==> config.mk <==
export PLATFORM = sky130hd
export DESIGN_NAME = d_trans_b
export DESIGN_NICKNAME = d
export VERILOG_FILES = /design/src/rtl/d_trans_b.sv
export SDC_FILE = /design/constraint.sdc
export NUM_CORES = 1
export LEC_CHECK = 0
export CAP_MARGIN = 20
export CORE_UTILIZATION = 35
export DETAILED_ROUTE_END_ITERATION = 12
export DONT_BUFFER_PORTS = 1
export GPL_ROUTABILITY_DRIVEN = 0
export SLEW_MARGIN = 40
export SYNTH_ARGS = -nofsm -noshare
export SYNTH_HDL_FRONTEND = slang
export SYNTH_SLANG_ARGS = --single-unit
==> constraint.sdc <==
create_clock -name clk -period 4.7 [get_ports clk]
set_input_delay 0.94 -clock clk [delete_from_list [all_inputs] [get_ports clk]]
set_output_delay 0.94 -clock clk [all_outputs]
set_load 0.01 [all_outputs]
==> src/rtl/d_trans_b.sv <==
// Sequential decimal-to-binary converter: four 7-bit digit fields (thousands first)
// are folded into a 14-bit binary value by multiply-by-ten-and-add, one digit per clock.
module d_trans_b (
  input  logic        clk,
  input  logic        rst,
  input  logic        start,
  input  logic [27:0] digits,
  output logic        busy,
  output logic        valid,
  output logic [13:0] distance,
  output logic        err
);

  // Handshake: start is honoured only in IDLE; busy is high whenever the state is
  // not IDLE; valid is a one-cycle pulse in DONE, coinciding with the first cycle
  // in which the new distance/err values are visible.
  typedef enum logic [1:0] {
    IDLE = 2'd0,
    CONV = 2'd1,
    DONE = 2'd2
  } state_t;

  state_t      state, state_next;
  logic [27:0] shreg;
  logic [13:0] acc, acc_next;
  logic [1:0]  cnt;
  logic        invalid;
  logic [6:0]  top;

  function automatic logic field_bad(input logic [6:0] f);
    return f > 7'd9;
  endfunction

  // The whole 7-bit field is added; for legal digits bits [6:4] are zero, and for
  // illegal ones the accumulated value is discarded anyway.
  assign top      = shreg[27:21];
  assign acc_next = (acc << 3) + (acc << 1) + {7'd0, top};

  always_ff @(posedge clk) begin
    if (rst) state <= IDLE;
    else     state <= state_next;
  end

  always_comb begin
    state_next = state;
    case (state)
      IDLE:    if (start) state_next = CONV;
      CONV:    if (cnt == 2'd3) state_next = DONE;
      DONE:    state_next = IDLE;
      default: state_next = IDLE;
    endcase
  end

  always_ff @(posedge clk) begin
    if (rst) begin
      shreg    <= '0;
      acc      <= '0;
      cnt      <= '0;
      invalid  <= 1'b0;
      distance <= '0;
      err      <= 1'b0;
    end else begin
      case (state)
        IDLE: begin
          if (start) begin
            shreg   <= digits;
            acc     <= '0;
            cnt     <= '0;
            invalid <= field_bad(digits[27:21]) | field_bad(digits[20:14]) |
                       field_bad(digits[13:7])  | field_bad(digits[6:0]);
          end
        end
        CONV: begin
          acc   <= acc_next;
          shreg <= {shreg[20:0], 7'd0};
          cnt   <= cnt + 2'd1;
          // Last digit: publish the result on the edge that enters DONE.
          if (cnt == 2'd3) begin
            distance <= invalid ? 14'd0 : acc_next;
            err      <= invalid;
          end
        end
        default: ;
      endcase
    end
  end

  assign busy  = (state != IDLE);
  assign valid = (state == DONE);

endmodule

### After elaboration in Yosys (flattened, before gate mapping)

Index checks and enable logic that the tools add are counted.

* flip-flop bits (word level): 61
* input bits: 31
* word-level logic and storage cells: 39

* $add $sub $neg: 3
* order comparisons: 4
* eq/ne operators: 5
* mux-type cells: 10
* bitwise gates (word level): 3
* reductions and logical operators: 7

Operators with widths (count)
* 28-bit one-hot mux with 2 select lines: 1
* 7-bit by 4-bit greater-than comparator with 1-bit output (second input constant): 4
* 28-bit 2-to-1 mux: 1
* 13-bit one-hot mux with 2 select lines: 1
* 14-bit adder: 1
* 14-bit by 7-bit adder with 14-bit output: 1
* 14-bit 2-to-1 mux: 1
* 13-bit 2-to-1 mux: 1
* 2-bit one-hot mux with 2 select lines: 2
* 2-bit AND reduction: 4
* 2-bit 2-to-1 mux: 3
* 2-bit equality test (second input constant): 2
* 2-bit != test (second input constant): 2
* 2-bit nonzero test: 2
* 1-bit bitwise OR: 3
* 2-bit by 1-bit adder with 2-bit output (second input constant): 1
* 2-bit by 1-bit equality test with 1-bit output (second input constant): 1
* 2-bit logical NOT: 1

### Logic depth before layout (Yosys ltp)

* depth after elaboration: 4
* depth in mapped cells: 9

### Worst setup path before layout

No wires, ideal clock.

* path type: reg2reg
* from: register acc[3]
* to: register distance[12]
* setup time: 0.117 ns
* arrival: 2.297 ns
* data required time: 4.583 ns
* slack: 2.286 ns
* cell stages (with the launch flop): 9
* buffers on the path: 1
* clock period less this slack: 2.414 ns
* cells stage by stage: dfxtp_1 > fa_1 > ha_1 > buf_6 > a21o_1 > a21oi_1 > a21oi_1 > or3_1 > a32o_1

* longest elaborated chain between the ends: 3

Ends and longest elaborated chain
* start, declared: line 25 `logic [13:0] acc, acc_next;`
* start signal, assigned: line 74 `acc <= acc_next;`
* 14-bit adder: line 37 `assign acc_next = (acc << 3) + (acc << 1) + {7'd0, top};`
* 14-bit by 7-bit adder with 14-bit output: line 37
* 14-bit 2-to-1 mux: line 79 `distance <= invalid ? 14'd0 : acc_next;`
* end signal, assigned: line 79
* end, declared: line 10 `output logic [13:0] distance,`

No other way between the ends.
A chain may end at the register's enable or synchronous reset.

### Worst setup path in the final report

* from: register acc[3]
* to: register distance[10]

Same word-level chain as after synthesis.

==> reports/qor.txt <==
H-tree depth - 3
Std-Cell Core Area - 8810 µm²
die height - 98.0 µm
final worst-path cycle share - 54.4%
setup bufs post-CTS - 0
top cells by count, synth - dfxtp_1 (61), nor2_1 (55), nand2_1 (52)
worst-path maximum fanout - 9
most frequent cell after synthesis - dfxtp_1
DP Area - 3270 µm²
worst-skew pair later-pin latency - 0.35 ns
Detailed Place HPWL - 5390 µm
Final setup viols - 0
vias in the first global route - 2669
Synth area leaders - dfxtp_1 (38%), ha_1 (7.8%), nor2_1 (6.4%)
power density over cell area - 327 nW/µm²
layout cell share with drive strength beyond 1 - 7.09%
# resized after CTS - 0
Crit path max-delay family - adder cells
Worst Setup End Kind - flop
port buffer count - 0
switching fraction of total power - 29.8%
Switch Pwr - 0.336 mW
Bufs on Longest Clock Path - 2
Hold Path Stages - 2
most repeated library cell on the critical path - a21oi_1
Buf+Inv Stages, Crit Path - 0
Cell Area, Synth - 3220 µm²
Nets - 432
CTS Hold Buffers Added - 0
leakage power - 1.43 nW
Final Skew - 0.00810 ns
Rows - 34
initial core utilization - 36.6%
CTS sink cnt - 61
Peak Freq - 0.391 GHz
RSZ-0062 raised after global routing - false
Final Max Slew Viols - 0
R2R depth - 7
Global Route Usage Sum - 17.4%
Yosys top cell area share - 37.9%
max cap viols - 0
Slew headroom - 54.9%
cell internal pwr - 0.791 mW
Root Buffer - clkbuf_8
largest net degree at the start of global routing - 68
Avg Inst Size Synth - 8.29 µm²
DIE WIDTH - 98.0 µm
final standard cell area without fillers - 3450 µm²
CP arrival - 2.80 ns
Clock power frac - 37.0%
Filler cells - 897
antenna violations before repair - 0
crit-path cells - fa_1, ha_1, a21o_1, a21oi_1, a21oi_1, or3_1, a32o_1
Flop pwr share - 50.0%
detail-routed via count per cell - 5.67
Setup Crit Path Kind - reg2reg
Ant. Diodes - 0
Num CTS Buffers - 9
Congestion Overflow GR - 0
cell taking the most area after synthesis - dfxtp_1
worst-margin pin slew - 0.675 ns
minimum clock period - 2.56 ns
sequential area share after synthesis - 37.9%
Cell variety after synth - 45
Routed WL - 7890 µm
CP Data Required Time - 4.94 ns
die area - 9600 µm²
CP max stage cell - fa_1
Post-route DRC - 3
Logic pwr share - 13.0%
drt initial violations - 171
Worst R2R Setup Slack - 2.14 ns
first-pass GRT wire length - 13100 µm
DRT antenna net count - 0
Syn Nets - 445
Gate Count Post-Synth - 389
worst min path class - reg2reg
Post-synth EDFFs - 0
ys flop type - dfxtp_1
TritonCTS clock tree - done
Yosys reg bits - 61
Area Overhead vs Synth - 7.03%
peak supply drop - 0.168 mV
stages on the worst setup path - 7
final hold vios - 0
Worst path max stage delay - 0.44 ns
mean routed wirelength per cell - 16.1 µm
Pre-antenna DRT Iters - 9
Fin Hold WS - 0.474 ns
Clock transition at path regs - 0.07 ns
via count - 2775
outcome - finished with violations
Post-synth ARST share - 0%
critical path startpoint category - flop
failing checks - DRC
I/O pin count - 48
setup TNS - 0 ns
YS warnings - 0
-- final timing paths --
| kind | from | end |
|---|---|---|
| max | acc[3]$_SDFFE_PP0P_ | distance[10]$_SDFFE_PP0P_ |
| min | shreg[17]$_SDFFE_PP0P_ | shreg[24]$_SDFFE_PP0P_ |
| max reg2reg | acc[3]$_SDFFE_PP0P_ | distance[10]$_SDFFE_PP0P_ |
| min reg2reg | shreg[17]$_SDFFE_PP0P_ | shreg[24]$_SDFFE_PP0P_ |
-- registers in the layout, summed over array words and instances, names as in the netlist --
register and cells:
shreg 28, distance 14, acc 13, cnt 2, state 2, err 1
invalid 1
-- stage by stage --
stage / power (mW) / instances / setup WS [ns] / util, %
after floorplan: 0.698 / 389 / 2.29 / -
after detailed placement: 0.724 / 473 / 2.15 / 37.2
final: 1.13 / 489 / 2.14 / 39.2
after global placement: 0.720 / 473 / 2.19 / 37.2
after global routing: 1.19 / 489 / 1.87 / 39.2
after CTS: 1.14 / 489 / 2.14 / 39.2
-- cell families (layout without fill, tap and decap cells) --
logic type	after synthesis	count (layout)	synth area share (%)
xor gates and xnor gates	4	4	1.09
DFF	61	61	37.9
adders and majority gates	25	25	10.9
AOI/OAI and AO/OA	95	95	21.3
buffers and inverters	36	28	4.50
and+or+nand+nor	168	168	24.4
-- worst min-delay path: cells and delay by family (launching register included) --
kind,cells,cell delay [ns]
AO/OA/AOI/OAI,1,0.07
flip-flops,1,0.31
AND/OR/NAND/NOR,1,0.05
-- metal layers --
metal	global-route usage (%)	up-vias	part of all wire, %
met5	0	-	0
met2	25.9	94	43
li1	-	1388	-
met1	23.6	1287	48
met3	6.08	6	8.2
met4	4.90	0	0.89
-- final cells by class --
type / instances / area [µm²] / share of cell area [%]
well taps: 108 / 135 / 3.92
repair buffers: 3 / 22.5 / 0.653
multi-input cells: 292 / 1860 / 54.0
clock inverters: 7 / 51.3 / 1.49
inverters: 9 / 33.8 / 0.979
flip-flops and latches: 61 / 1220 / 35.4
clock buffers: 9 / 124 / 3.59
-- layout by cell type, fill, tap and decap left out, types with 3 or more instances in the layout --
cell	instances
and4_1	3
nand3b_1	5
ha_1	20
a311oi_1	21
or3_1	12
a32o_1	3
nand3_1	12
nand4_1	3
buf_4	3
o21ai_0	16
nor2_1	54
inv_1	9
dfxtp_1	61
xnor2_1	3
nand2_1	52
nor3_1	7
fa_1	5
a21o_1	7
nor3b_1	3
a22oi_1	13
nand4b_1	3
nor4_1	3
clkbuf_8	9
a21oi_1	19
-- power groups by stage --
stage	registers [mW]	clock network [mW]	logic (mW)
after global routing	0.567	0.456	0.167
final	0.564	0.417	0.147
after floorplan	0.568	0	0.130
after global placement	0.575	0	0.146
after CTS	0.564	0.429	0.148
after detailed placement	0.576	0	0.148
Note: power is estimated with default switching activity, not from simulation.
